==> config.mk <==
export PLATFORM = sky130hd
export DESIGN_NAME = keypad_scan
export DESIGN_NICKNAME = d
export VERILOG_FILES = /design/src/rtl/keypad_scan.sv
export SDC_FILE = /design/constraint.sdc
export NUM_CORES = 1
export LEC_CHECK = 0
export CAP_MARGIN = 15
export CORE_MARGIN = 2
export CORE_UTILIZATION = 50
export DETAILED_ROUTE_END_ITERATION = 10
export DONT_BUFFER_PORTS = 1
export SLEW_MARGIN = 20
export SYNTH_ARGS = -nofsm -noshare
export SYNTH_HDL_FRONTEND = slang
export SYNTH_SLANG_ARGS = --single-unit
==> constraint.sdc <==
create_clock -name clk -period 4.79 [get_ports clk]
set_input_delay 0.7185 -clock clk [delete_from_list [all_inputs] [get_ports clk]]
set_output_delay 0.7185 -clock clk [all_outputs]
set_load 0.01 [all_outputs]
==> src/rtl/keypad_scan.sv <==
// 4x4 matrix keypad scanner with press/release debouncing.
// Emits a one-cycle shift strobe for digits and a func strobe for A-D, *, #.
module keypad_scan #(
  parameter int SCAN_DIV        = 1000,
  parameter int DEBOUNCE_CYCLES = 20000
) (
  input  logic       clk,
  input  logic       reset,
  input  logic [3:0] row_n,
  output logic [3:0] col_n,
  output logic [3:0] key,
  output logic       shift,
  output logic       func,
  output logic       key_held
);

  localparam int SW = (SCAN_DIV > 1) ? $clog2(SCAN_DIV) : 1;
  localparam int DW = (DEBOUNCE_CYCLES > 1) ? $clog2(DEBOUNCE_CYCLES) : 1;
  localparam logic [SW-1:0] SCAN_LAST = SW'(SCAN_DIV - 1);
  localparam logic [DW-1:0] DEB_LAST  = DW'(DEBOUNCE_CYCLES - 1);

  typedef enum logic [1:0] {SCAN, DEBOUNCE, PRESSED, RELEASE} state_t;

  state_t          state_reg, state_next;
  logic [1:0]      col_reg, col_next;
  logic [1:0]      row_reg, row_next;
  logic [SW-1:0]   scan_cnt_reg, scan_cnt_next;
  logic [DW-1:0]   deb_cnt_reg, deb_cnt_next;
  logic [3:0]      key_reg, key_next;
  logic            shift_reg, shift_next;
  logic            func_reg, func_next;
  logic [3:0]      row_meta_reg, rs_reg;

  logic            hit;
  logic [1:0]      hit_row;
  logic [3:0]      cand_pat;
  logic [3:0]      code;

  function automatic logic [3:0] keymap(input logic [1:0] r, input logic [1:0] c);
    logic [3:0] k;
    if (c == 2'd3)
      k = 4'd10 + {2'b00, r};
    else if (r == 2'd3)
      k = (c == 2'd0) ? 4'd14 : ((c == 2'd1) ? 4'd0 : 4'd15);
    else
      k = {2'b00, r} * 4'd3 + {2'b00, c} + 4'd1;
    return k;
  endfunction

  always_ff @(posedge clk or negedge reset) begin
    if (!reset) begin
      row_meta_reg <= 4'hF;
      rs_reg       <= 4'hF;
    end else begin
      row_meta_reg <= row_n;
      rs_reg       <= row_meta_reg;
    end
  end

  always_ff @(posedge clk or negedge reset) begin
    if (!reset) begin
      state_reg    <= SCAN;
      col_reg      <= 2'd0;
      row_reg      <= 2'd0;
      scan_cnt_reg <= '0;
      deb_cnt_reg  <= '0;
      key_reg      <= 4'd0;
      shift_reg    <= 1'b0;
      func_reg     <= 1'b0;
    end else begin
      state_reg    <= state_next;
      col_reg      <= col_next;
      row_reg      <= row_next;
      scan_cnt_reg <= scan_cnt_next;
      deb_cnt_reg  <= deb_cnt_next;
      key_reg      <= key_next;
      shift_reg    <= shift_next;
      func_reg     <= func_next;
    end
  end

  // Exactly one row low is a valid candidate; anything else is idle or ghosting.
  always_comb begin
    hit     = 1'b1;
    hit_row = 2'd0;
    case (rs_reg)
      4'b1110: hit_row = 2'd0;
      4'b1101: hit_row = 2'd1;
      4'b1011: hit_row = 2'd2;
      4'b0111: hit_row = 2'd3;
      default: hit = 1'b0;
    endcase
  end

  assign cand_pat = ~(4'b0001 << row_reg);
  assign code     = keymap(row_reg, col_reg);

  always_comb begin
    state_next    = state_reg;
    col_next      = col_reg;
    row_next      = row_reg;
    scan_cnt_next = scan_cnt_reg;
    deb_cnt_next  = deb_cnt_reg;
    key_next      = key_reg;
    shift_next    = 1'b0;
    func_next     = 1'b0;
    case (state_reg)
      SCAN: begin
        if (scan_cnt_reg == SCAN_LAST) begin
          scan_cnt_next = '0;
          if (hit) begin
            row_next     = hit_row;
            deb_cnt_next = '0;
            state_next   = DEBOUNCE;
          end else begin
            col_next = col_reg + 2'd1;
          end
        end else begin
          scan_cnt_next = scan_cnt_reg + 1'b1;
        end
      end
      DEBOUNCE: begin
        if (rs_reg == cand_pat) begin
          if (deb_cnt_reg == DEB_LAST) begin
            state_next = PRESSED;
            key_next   = code;
            shift_next = (code <= 4'd9);
            func_next  = (code >= 4'd10);
          end else begin
            deb_cnt_next = deb_cnt_reg + 1'b1;
          end
        end else begin
          state_next    = SCAN;
          scan_cnt_next = '0;
          col_next      = col_reg + 2'd1;
        end
      end
      PRESSED: begin
        if (rs_reg == 4'hF) begin
          deb_cnt_next = '0;
          state_next   = RELEASE;
        end
      end
      RELEASE: begin
        if (rs_reg == 4'hF) begin
          if (deb_cnt_reg == DEB_LAST) begin
            state_next    = SCAN;
            scan_cnt_next = '0;
            col_next      = col_reg + 2'd1;
          end else begin
            deb_cnt_next = deb_cnt_reg + 1'b1;
          end
        end else if (rs_reg == cand_pat) begin
          // Release bounce: the same key reappeared, so no new strobe.
          state_next = PRESSED;
        end else begin
          deb_cnt_next = '0;
        end
      end
      default: state_next = SCAN;
    endcase
  end

  genvar gi;
  generate
    for (gi = 0; gi < 4; gi++) begin : g_col
      assign col_n[gi] = (col_reg != 2'(gi));
    end
  endgenerate

  assign key      = key_reg;
  assign shift    = shift_reg;
  assign func     = func_reg;
  assign key_held = (state_reg == PRESSED) || (state_reg == RELEASE);

endmodule

== Word level (Yosys, flattened, before mapping) ==
Cells that the tools add are included.

* Register bits: 45
* Input bits: 6

* Multiplexer cells: 40
* Add/sub/neg operators: 6
* Eq/ne operators: 29
* Bitwise operators: 1
* $mul: 1
* Shift-type cells: 1
* Order comparisons: 2
* Reductions and logical operators: 12

{| class="wikitable"
|+ Operators by type and width
! cell !! count
|-
| 15-bit 2-to-1 mux || 7
|-
| 15-bit case mux with 4 select lines || 1
|-
| 10-bit 2-to-1 mux || 4
|-
| 10-bit case mux with 3 select lines || 1
|-
| 2-bit 2-to-1 mux || 13
|-
| 2-bit inequality test, second input constant || 10
|-
| 4-bit equality test, second input constant || 4
|-
| 4-bit 2-to-1 mux || 4
|-
| 15-bit by 1-bit adder with 15-bit output, second input constant || 1
|-
| 15-bit equality test, second input constant || 1
|-
| 3-bit inequality test, second input constant || 4
|-
| 2-bit case mux with 3 select lines || 2
|-
| 6-bit AND reduction || 2
|-
| 10-bit by 1-bit adder with 10-bit output, second input constant || 1
|-
| 10-bit equality test, second input constant || 1
|-
| 2-bit equality test, second input constant || 4
|-
| 2-bit case mux with 4 select lines || 1
|-
| 1-bit 2-to-1 mux || 7
|-
| 3-bit AND reduction || 2
|-
| 5-bit AND reduction || 1
|-
| 4-bit by 1-bit adder with 4-bit output, second input constant || 1
|-
| 4-bit by 2-bit adder with 4-bit output || 1
|-
| 4-bit by 2-bit adder with 4-bit output, first input constant || 1
|-
| 2-bit by 1-bit equality test with 1-bit output, second input constant || 2
|-
| other kinds (15) || 16
|}

== Logic depth before layout (Yosys ltp) ==
Gate-level depths: netlist of the first run.

* Depth in word-level cells: 9
* Mapped depth: 8
* Gate-level depth less buffers: 8

== Worst setup path after synthesis of the first run ==
No wires, ideal clock.

* Kind: register -> register
* From: reg row_reg[0]
* To: reg key_reg[0] (netlist: key[0])
* Setup slack: 2502 ps
* Stages on the path, launching flop included: 9
* Period minus slack after synthesis: 2288 ps
* Arrival: 2164 ps
* Data required time: 4665 ps
* Path buffers: 2
* Setup time: 125 ps
* Path through: dfrtp_1 > ha_1 > clkbuf_2 > xnor2_1 > nor4_4 > nor2b_1 > and3_1 > buf_2 > mux2_2

* Word-level cells in the longest chain between the ends: 5
* Elaborated cells between the ends (all ways): 11

{| class="wikitable"
|+ RTL lines
! element !! RTL line !! text
|-
| from (decl) || 26 || <nowiki>logic [1:0] row_reg, row_next;</nowiki>
|-
| from (signal assigned) || 73 || <nowiki>row_reg <= row_next;</nowiki>
|-
| 2-bit by 2-bit multiplier with 4-bit output || 46 || <nowiki>k = {2'b00, r} * 4'd3 + {2'b00, c} + 4'd1;</nowiki>
|-
| 4-bit by 2-bit adder with 4-bit output || 46 ||
|-
| 4-bit by 1-bit adder with 4-bit output || 46 ||
|-
| 4-bit 2-to-1 mux || 43 || <nowiki>else if (r == 2'd3)</nowiki>
|-
| 4-bit 2-to-1 mux || 41 || <nowiki>if (c == 2'd3)</nowiki>
|-
| to (signal assigned) || 76 || <nowiki>key_reg <= key_next;</nowiki>
|-
| to (decl) || 29 || <nowiki>logic [3:0] key_reg, key_next;</nowiki>
|}

Parallel ways exist; a longest one is shown, timed or not.
A chain may end at the register's enable or synchronous reset.

== Worst setup path in the final report of the first run ==
* From: reg deb_cnt_reg[6]
* To: reg key_reg[3] (netlist: key[3])

* Word-level cells in the longest chain between the ends: 2

{| class="wikitable"
|+ RTL lines
! element !! RTL line !! text
|-
| from (decl) || 28 || <nowiki>logic [DW-1:0] deb_cnt_reg, deb_cnt_next;</nowiki>
|-
| from (signal assigned) || 75 || <nowiki>deb_cnt_reg <= deb_cnt_next;</nowiki>
|-
| 15-bit equality test || 124 || <nowiki>if (deb_cnt_reg == DEB_LAST) begin</nowiki>
|-
| 3-bit AND reduction (no source line) || n/a ||
|}

No other way between the ends.

==> results of run 1 <==
worst paths after layout:
| kind | slack, ns | to | cells after the start |
|---|---|---|---|
| worst max-delay path | 2.16 | key[3]$_DFFE_PN0P_ | 4 |
| worst min-delay path | 0.10 | key[0]$_DFFE_PN0P_ | 0 |
| worst max register to register | 2.16 | key[3]$_DFFE_PN0P_ | 4 |
| worst min register to register | 0.36 | rs_reg[2]$_DFF_PN1_ | 0 |
| max in group asynchronous | 4.49 | row_meta_reg[1]$_DFF_PN1_ | 0 |
| min in group clk | 0.36 | rs_reg[2]$_DFF_PN1_ | 0 |
final cells by class:
cell class              count  area [µm²]  share of cell area
clock inverters             1       7.507            0.002622
inverters                  15       56.30             0.01967
multi-input cells         207        1481              0.5175
repair buffers              1       7.507            0.002622
well taps                  70       87.58             0.03059
clock buffers               7       86.33             0.03016
flip-flops and latches     45        1136              0.3969
logic make-up after synthesis:
| logic type | after synthesis | share of synthesized area |
|---|---|---|
| simple gates | 102 | 0.2237 |
| compound gates | 71 | 0.1729 |
| flops | 45 | 0.4163 |
| buf+inv | 27 | 0.04080 |
| fa+ha+maj | 16 | 0.07886 |
| mux | 10 | 0.04172 |
| xor+xnor | 8 | 0.02568 |
per-layer routing:
metal	wire length [µm]	vias to the layer above	share of wire	track usage
li1	-	1011	-	-
met1	2588	986	0.50	0.2643
met2	2377	27	0.46	0.3026
met3	170	7	0.033	0.03721
met4	87	0	0.017	0.07500
met5	0	-	0	0
worst reg2reg max path: cells and delay by family (launching register included):
family | cells | cell delay, ns
muxes | 1 | 0.36
DFF | 1 | 0.44
and+or+nand+nor | 3 | 1.72
power groups by stage:
stage               Clock (W)  Combinational [W]  Sequential (W)
global placement            0         0.00000790        0.000397
finish               0.000245         0.00000800        0.000390
CTS                  0.000256         0.00000809        0.000390
global route         0.000273         0.00000921        0.000391
floorplan                   0         0.00000915        0.000395
detailed placement          0         0.00000807        0.000397
through the flow:
| step | worst slack [ns] | total power [W] | area (µm²) | std cells |
|---|---|---|---|---|
| CTS | 2.157 | 0.0006542 | 2863 | 346 |
| floorplan | 2.502 | 0.0004039 | 2729 | 279 |
| global placement | 2.213 | 0.0004048 | 2769 | 338 |
| finish | 2.158 | 0.0006433 | 2863 | 346 |
| detailed placement | 2.163 | 0.0004052 | 2769 | 338 |
| global route | 1.970 | 0.0006725 | 2863 | 346 |
cells in the mapped netlist, types with 3 or more instances:
library cell	n
a21oi_1	10
buf_2	3
nor2_1	13
mux2_2	7
xor2_1	3
and2_1	5
ha_1	14
nand2b_1	4
o211ai_1	5
dfrtp_1	37
dfstp_2	8
o21ai_0	17
nand3_1	13
a31oi_1	11
a21o_1	6
nor2b_1	7
inv_1	15
xnor2_1	5
and3_1	9
and4_1	5
clkbuf_1	6
o311ai_0	3
nand2_1	22
nor3_1	3
nand4_1	4
a22o_1	5
==> impl_metrics.yaml, run 1 <==
finish:
  fin_util: 0.5535
  area_delta_synth_final_pct: 4.906
  final_layout_size_suffix_gt1_frac: 0.1159
  flip_flop_count_of_the_largest_register_after_layout: 15
  layout_commonest_cell: "dfrtp_1"
  num_antenna_cells: 0
  mostFrequentLayoutCells: "dfrtp_1, nand2_1, o21ai_0, inv_1, ha_1"
  fill_cells: 465
  nets: 297
worst_setup_path:
  critical_path_arrival_ns: 2.82
  reg2reg_from: "deb_cnt_reg[6]$_DFFE_PN0P_"
  worst_ep_required_time_ns: 4.98
  startpoint: "deb_cnt_reg[6]$_DFFE_PN0P_"
  crit_path_end_kind: "register"
  critPathMaxStageDelay_ns: 0.75
  critPathKind: "register to register"
  cp_top_family: "simple AND/OR/NAND/NOR gates"
  worstPathCellList: "or4b_4 > nor4_4 > and3_1 > mux2_2"
  critical_path_s_slowest_cell: "nor4_4"
  worstSetupStartpointType: "register"
  cp_buf_inv_count: 0
  critical_path.max_fanout: 16
power_and_ir_drop:
  internal-power_w: 0.0005072
  p_seq_frac: 0.606
  leak_nw: 1.305
  max-vdd-ir-drop_uv: 138.9
  switching_power_w: 0.0001361
  power.switching_fraction: 0.2116
  share_comb_of_total_power: 0.012
  p_clk_frac: 0.382
  powerDensity_nw_per_um2: 224.7
place:
  detailed_place_hpwl_um: 3667
  port_buffer_count: 0
  finalWeightedCongestion: 0.8364
yosys:
  postSynthAreaPerCell_um2: 9.781
  netlist_area_um2: 2729
  yosys-top-cells-area: "dfrtp_1, dfstp_2, ha_1"
  ys_dominant_reg_cell: "dfrtp_1"
  netlist_instances: 279
  synth-seq-cells: 45
  yosys_warnings: 0
  share_of_yosys_cell_area_claimed_by_the_top_area_cell_type: 0.3393
  synth-seq-area-share: 0.4163
  synth-edff-count: 0
  netlist.top_cell.by_area: "dfrtp_1"
  async_flop_share: 1.000
  synth_fp_nets: 301
  yosysUniqueCellTypes: 56
grt:
  number_of_global_route_vias_before_repair: 1905
  grt_pass1_wl_um: 9328
  track_usage: 0.1934
  number_of_antenna_violations_at_the_first_check_in_global_routing: 0
  grt.overflow.total: 0
  grt_max_degree: 46
clock_tree:
  tritoncts: "yes"
  clk_root_buffer_cell: "clkbuf_8"
  ctsHoldBuffers: 0
  number_of_post_cts_setup_repair_buffers: 0
  cts.clk_slew.worst_paths_ns: 0.08
  cts_max_level: 2
  cts_buffers: 5
  post_cts_gate_resize_count: 0
  clk_path_buf_depth: 2
  clock_sinks: 45
  clock_latency_at_the_later_pin_of_the_worst_skew_pair_ns: 0.30
sta:
  timing.clock.skew_ns: 0.006513
  unrepaired_setup_endpoints_after_global_routing: "false"
  tns_ns: 0
  achievable-frequency_mhz: 379.9
  maxSlewViolCount: 0
  period_needed_ns: 2.632
  setup_viol_count_final: 0
  worst_hold_slack_ns: 0.1028
  worst_pin_slew_ns: 0.7922
  timing.max_slew.rel_slack: 0.4679
  min_period_over_period: 0.5496
  finalHoldViolCount: 0
routing:
  detailedRoute.firstIterationViolations: 113
  remaining_drc_errors: 0
  vias: 2031
  totalWireLength_um: 5223
  drt_pass1_iterations: 4
  drt.antenna.violating_nets: 0
  vias_cell: 5.870
  detail_route.wl_per_cell_um: 15.10
worst_hold_path:
  min-delay-path-class: "input port to async pin"
floorplan:
  die_area_um2: 6065
  pin_count: 17
  die_height_um: 77.88
  floorplan.initialDensity: 0.5276
  fp-row-count: 26
  horiz_die_dim_um: 77.88
  area_of_the_core_um2: 5172
run:
  maxCapViolCount: 0
run_status:
  outcome: "finished clean"
No activity file was read; power rests on OpenSTA's default activity.
==> run 2, diff against run 1 <==
--- a/config.mk
+++ b/config.mk
@@ -10,6 +10,7 @@
 export CORE_UTILIZATION = 50
 export DETAILED_ROUTE_END_ITERATION = 10
 export DONT_BUFFER_PORTS = 1
+export PLACE_DENSITY = 0.68
 export SLEW_MARGIN = 20
 export SYNTH_ARGS = -nofsm -noshare
 export SYNTH_HDL_FRONTEND = slang
==> constraint.sdc (replaced) <==
create_clock -name clk -period 2.35 [get_ports clk]
set_input_delay 0.3525 -clock clk [delete_from_list [all_inputs] [get_ports clk]]
set_output_delay 0.3525 -clock clk [all_outputs]
set_load 0.01 [all_outputs]
==> impl_metrics.yaml, run 2 (synthesized netlist as in run 1, its figures left out) <==
grt:
  number_of_antenna_violations_at_the_first_check_in_global_routing: 0
  grt_max_degree: 46
  grt.overflow.total: 0
  grt_pass1_wl_um: 9825
  number_of_global_route_vias_before_repair: 2050
  track_usage: 0.2034
routing:
  vias: 2177
  detail_route.wl_per_cell_um: 15.71
  drt_pass1_iterations: 4
  detailedRoute.firstIterationViolations: 157
  remaining_drc_errors: 0
  drt.antenna.violating_nets: 0
  totalWireLength_um: 5687
  vias_cell: 6.014
place:
  port_buffer_count: 0
  placedCellCount: 351
  total_cell_area_at_the_placement_stage_um2: 2867
  detailedPlace.worstSlack_ns: -0.01679
  detailed_place_hpwl_um: 3982
  finalWeightedCongestion: 0.8132
finish:
  stdcell_count: 362
  mostFrequentLayoutCells: "dfrtp_1, nand2_1, inv_1, buf_4"
  layout_commonest_cell: "dfrtp_1"
  area_delta_synth_final_pct: 12.52
  num_antenna_cells: 0
  flip_flop_count_of_the_largest_register_after_layout: 15
  postLayoutCellArea_um2: 3070
  final_layout_size_suffix_gt1_frac: 0.1918
  nets: 313
floorplan:
  pin_count: 17
  area_of_the_core_um2: 5172
  die_height_um: 77.88
  fp-row-count: 26
  die_area_um2: 6065
  floorplan.initialDensity: 0.5276
  horiz_die_dim_um: 77.88
worst_setup_path:
  rrSetupSlack_ns: 0.07
  worstSetupStartpointType: "register"
  worst_ep_required_time_ns: 2.54
  critical_path.max_fanout: 5
  crit_path_end_kind: "register"
  critPathKind: "register to register"
  critical_path_arrival_ns: 2.47
sta:
  setup_slack_ns: 0.06979
  setup_viol_count_final: 0
  maxSlewViolCount: 0
  period_needed_ns: 2.280
  tns_ns: 0
  min_period_over_period: 0.9703
  achievable-frequency_mhz: 438.6
  worst_pin_slew_ns: 0.5489
  timing.clock.skew_ns: 0.01007
  unrepaired_setup_endpoints_after_global_routing: "false"
  finalHoldViolCount: 0
  timing.max_slew.rel_slack: 0.6333
clock_tree:
  clk_root_buffer_cell: "clkbuf_8"
  clk_path_buf_depth: 2
  cts_buffers: 5
  clock_latency_at_the_later_pin_of_the_worst_skew_pair_ns: 0.30
  cts_max_level: 2
  tritoncts: "yes"
  cts.clk_slew.worst_paths_ns: 0.09
  clock_sinks: 45
worst_hold_path:
  min-delay-path-class: "input port to register"
power_and_ir_drop:
  powerDensity_nw_per_um2: 494.6
  max-vdd-ir-drop_uv: 287.4
  leak_nw: 1.414
run:
  maxCapViolCount: 0
run_status:
  outcome: "finished clean"
run 2: final timing paths:
path                                             from                    endpoint  cells past startpoint
max                        deb_cnt_reg[6]$_DFFE_PN0P_          key[2]$_DFFE_PN0P_                      4
min                                          row_n[0]   row_meta_reg[0]$_DFF_PN1_                      0
max reg2reg                deb_cnt_reg[6]$_DFFE_PN0P_          key[2]$_DFFE_PN0P_                      4
min reg2reg                 row_meta_reg[2]$_DFF_PN1_         rs_reg[2]$_DFF_PN1_                      0
max in group asynchronous                       reset         rs_reg[2]$_DFF_PN1_                      2
min in group asynchronous                       reset  deb_cnt_reg[6]$_DFFE_PN0P_                      2
run 2: what timing repair did:
item                                    CTS  global route
hold endpoints to repair                 45             0
resized for setup                         2             9
pin swaps                                 0             2
endpoints found under the setup margin    2            25
buffers inserted                          0             1
hold buffers                              2             0
run 2: critical path, cell delays in order (launching register included):
cell and delay [ns]:
dfrtp_1 0.41, or4b_4 0.57, nor4_4 0.44, and3_1 0.37, mux2_2 0.37
run 2: power breakdown:
part,leakage (nW),switching [W],total [W],internal (W)
Sequential,0.582,0.00000786,0.000794,0.000787
Combinational,0.764,0.0000240,0.0000386,0.0000146
Clock,0.0681,0.000263,0.000685,0.000422
Total,1.41,0.000295,0.00152,0.00122
run 2: metrics by stage:
stage	util	hold slack, ns	total power (W)
after global placement	0.5542	0.05779	0.0008258
after detailed placement	0.5542	0.05801	0.0008266
after global routing	0.5936	0.01803	0.001574
after floorplan	-	0.05691	0.0008233
final	0.5936	0.03658	0.001518
after CTS	0.5885	0.02758	0.001542
run 2: metal layers:
metal / wire (µm) / vias up / share of wire / GRT usage
met2: 2761 / 47 / 0.49 / 0.3362
met5: 0 / - / 0 / 0
li1: - / 1042 / - / -
met3: 217 / 10 / 0.038 / 0.04070
met1: 2627 / 1078 / 0.46 / 0.2648
met4: 80 / 0 / 0.014 / 0.07143
run 2: layout make-up:
class	count	area [µm²]
sequential	45	1140
clock buffer	5	68.82
tap	70	87.58
timing repair buffer	17	150.1
clock inverter	3	65.06
inverter	15	56.30
multi-input combinational	207	1503
fill	445	2102
==> run 3, diff against run 2 <==
--- a/config.mk
+++ b/config.mk
@@ -8,9 +8,9 @@
 export CAP_MARGIN = 15
 export CORE_MARGIN = 2
 export CORE_UTILIZATION = 50
+export CTS_CLUSTER_SIZE = 14
 export DETAILED_ROUTE_END_ITERATION = 10
 export DONT_BUFFER_PORTS = 1
-export PLACE_DENSITY = 0.68
 export SLEW_MARGIN = 20
 export SYNTH_ARGS = -nofsm -noshare
 export SYNTH_HDL_FRONTEND = slang
==> constraint.sdc (replaced) <==
create_clock -name clk -period 2.62 [get_ports clk]
set_input_delay 0.393 -clock clk [delete_from_list [all_inputs] [get_ports clk]]
set_output_delay 0.393 -clock clk [all_outputs]
set_load 0.01 [all_outputs]
==> impl_metrics.yaml, run 3 (synthesized netlist as in run 1, its figures left out) <==
finish:
  layout_commonest_cell: "dfrtp_1"
  fin_util: 0.5728
  final_layout_size_suffix_gt1_frac: 0.1474
  area_delta_synth_final_pct: 8.574
  mostFrequentLayoutCells: "dfrtp_1, nand2_1, o21ai_0, inv_1"
  nets: 306
  flip_flop_count_of_the_largest_register_after_layout: 15
  num_antenna_cells: 0
routing:
  drt.antenna.violating_nets: 0
  detailedRoute.firstIterationViolations: 126
  drt_pass1_iterations: 4
  vias: 2071
  vias_cell: 5.834
  remaining_drc_errors: 0
  totalWireLength_um: 5481
  detail_route.wl_per_cell_um: 15.44
sta:
  setup_slack_ns: 0.2310
  timing.max_slew.rel_slack: 0.6117
  maxSlewViolCount: 0
  achievable-frequency_mhz: 418.6
  unrepaired_setup_endpoints_after_global_routing: "false"
  worst_hold_slack_ns: 0.08747
  finalHoldViolCount: 0
  setup_viol_count_final: 0
  tns_ns: 0
  worst_pin_slew_ns: 0.5812
  period_needed_ns: 2.389
  timing.clock.skew_ns: 0.007902
  min_period_over_period: 0.9118
clock_tree:
  cts_buffers: 5
  clock_latency_at_the_later_pin_of_the_worst_skew_pair_ns: 0.30
  cts_max_level: 2
  cts.clk_slew.worst_paths_ns: 0.08
  clock_sinks: 45
  clk_root_buffer_cell: "clkbuf_8"
  tritoncts: "yes"
  clk_path_buf_depth: 2
grt:
  grt_max_degree: 46
  number_of_global_route_vias_before_repair: 2004
  grt.overflow.total: 0
  track_usage: 0.1968
  grt_pass1_wl_um: 9611
  number_of_antenna_violations_at_the_first_check_in_global_routing: 0
power_and_ir_drop:
  post-layout-total-power_w: 0.001214
  leak_nw: 1.362
  powerDensity_nw_per_um2: 409.9
  max-vdd-ir-drop_uv: 305.1
worst_setup_path:
  reg2regPathDepth: 8
  worstSetupStartpointType: "register"
  critical_path.max_fanout: 7
  worst_ep_required_time_ns: 2.80
  critical_path_arrival_ns: 2.57
  cp_buf_inv_count: 2
  critPathKind: "register to register"
  critPathMaxStageDelay_ns: 0.50
  worst-path-stages: 8
  worstPathCellList: "inv_1 > ha_1 > xnor2_1 > nor4_4 > buf_4 > nor3_1 > a311oi_1 > mux2_2"
  cp_top_family: "flip-flops"
  crit_path_end_kind: "register"
  rrSetupSlack_ns: 0.23
  critical_path_s_slowest_cell: "dfrtp_1"
floorplan:
  horiz_die_dim_um: 77.88
  die_area_um2: 6065
  fp-row-count: 26
  area_of_the_core_um2: 5172
  floorplan.initialDensity: 0.5276
  die_height_um: 77.88
  pin_count: 17
run_status:
  outcome: "finished clean"
worst_hold_path:
  min-delay-path-class: "input port to register"
  whs_path_depth: 0
place:
  detailedPlace.worstSlack_ns: 0.1814
  port_buffer_count: 0
  finalWeightedCongestion: 0.8411
  detailed_place_hpwl_um: 3876
run:
  maxCapViolCount: 0
-- run 3: power breakdown --
part | switching [W] | internal [W]
Combinational | 0.0000217 | 0.0000131
Clock | 0.000228 | 0.000238
Sequential | 0.00000731 | 0.000705
Total | 0.000257 | 0.000957
-- run 3: repair_timing --
action / in CTS / in global routing
endpoints found under the setup margin: 0 / 1
gates resized for setup: 0 / 1
setup buffers: 0 / 0
hold buffers: 2 / 0
hold endpoints to repair: 45 / 0
-- run 3: metal layers --
metal | vias to the layer above | part of all wire | global-route usage
met1 | 987 | 0.48 | 0.2631
met5 | - | 0 | 0
met4 | 0 | 0.011 | 0.05357
met2 | 48 | 0.47 | 0.3250
met3 | 6 | 0.040 | 0.03953
li1 | 1030 | - | -
-- run 3: cell type report --
type | count | area, µm²
fillers | 456 | 2210
multi-input cells | 207 | 1484
flip-flops and latches | 45 | 1136
repair buffers | 10 | 97.59
clock buffers | 7 | 96.34
well taps | 70 | 87.58
inverters | 15 | 56.30
clock inverters | 1 | 5.005
-- run 3: final timing paths --
kind,to,startpoint
max in group asynchronous,row_meta_reg[0]$_DFF_PN1_,reset
max,col_reg[1]$_DFFE_PN0P_,row_reg[0]$_DFFE_PN0P_
min,row_meta_reg[2]$_DFF_PN1_,row_n[2]
min reg2reg,rs_reg[2]$_DFF_PN1_,row_meta_reg[2]$_DFF_PN1_
max reg2reg,col_reg[1]$_DFFE_PN0P_,row_reg[0]$_DFFE_PN0P_
min in group asynchronous,deb_cnt_reg[11]$_DFFE_PN0P_,reset
-- run 3: metrics by stage --
step | instance area [µm²] | cells
finish | 2963 | 355
global route | 2963 | 355
CTS | 2960 | 355
detailed placement | 2821 | 345
global placement | 2821 | 345
floorplan | 2729 | 279
-- run 3: worst reg2reg max path, cell delays in order (launching register included) --
cell,delay [ns]
dfrtp_1,0.50
inv_1,0.10
ha_1,0.22
xnor2_1,0.15
nor4_4,0.29
buf_4,0.20
nor3_1,0.05
a311oi_1,0.40
mux2_2,0.38
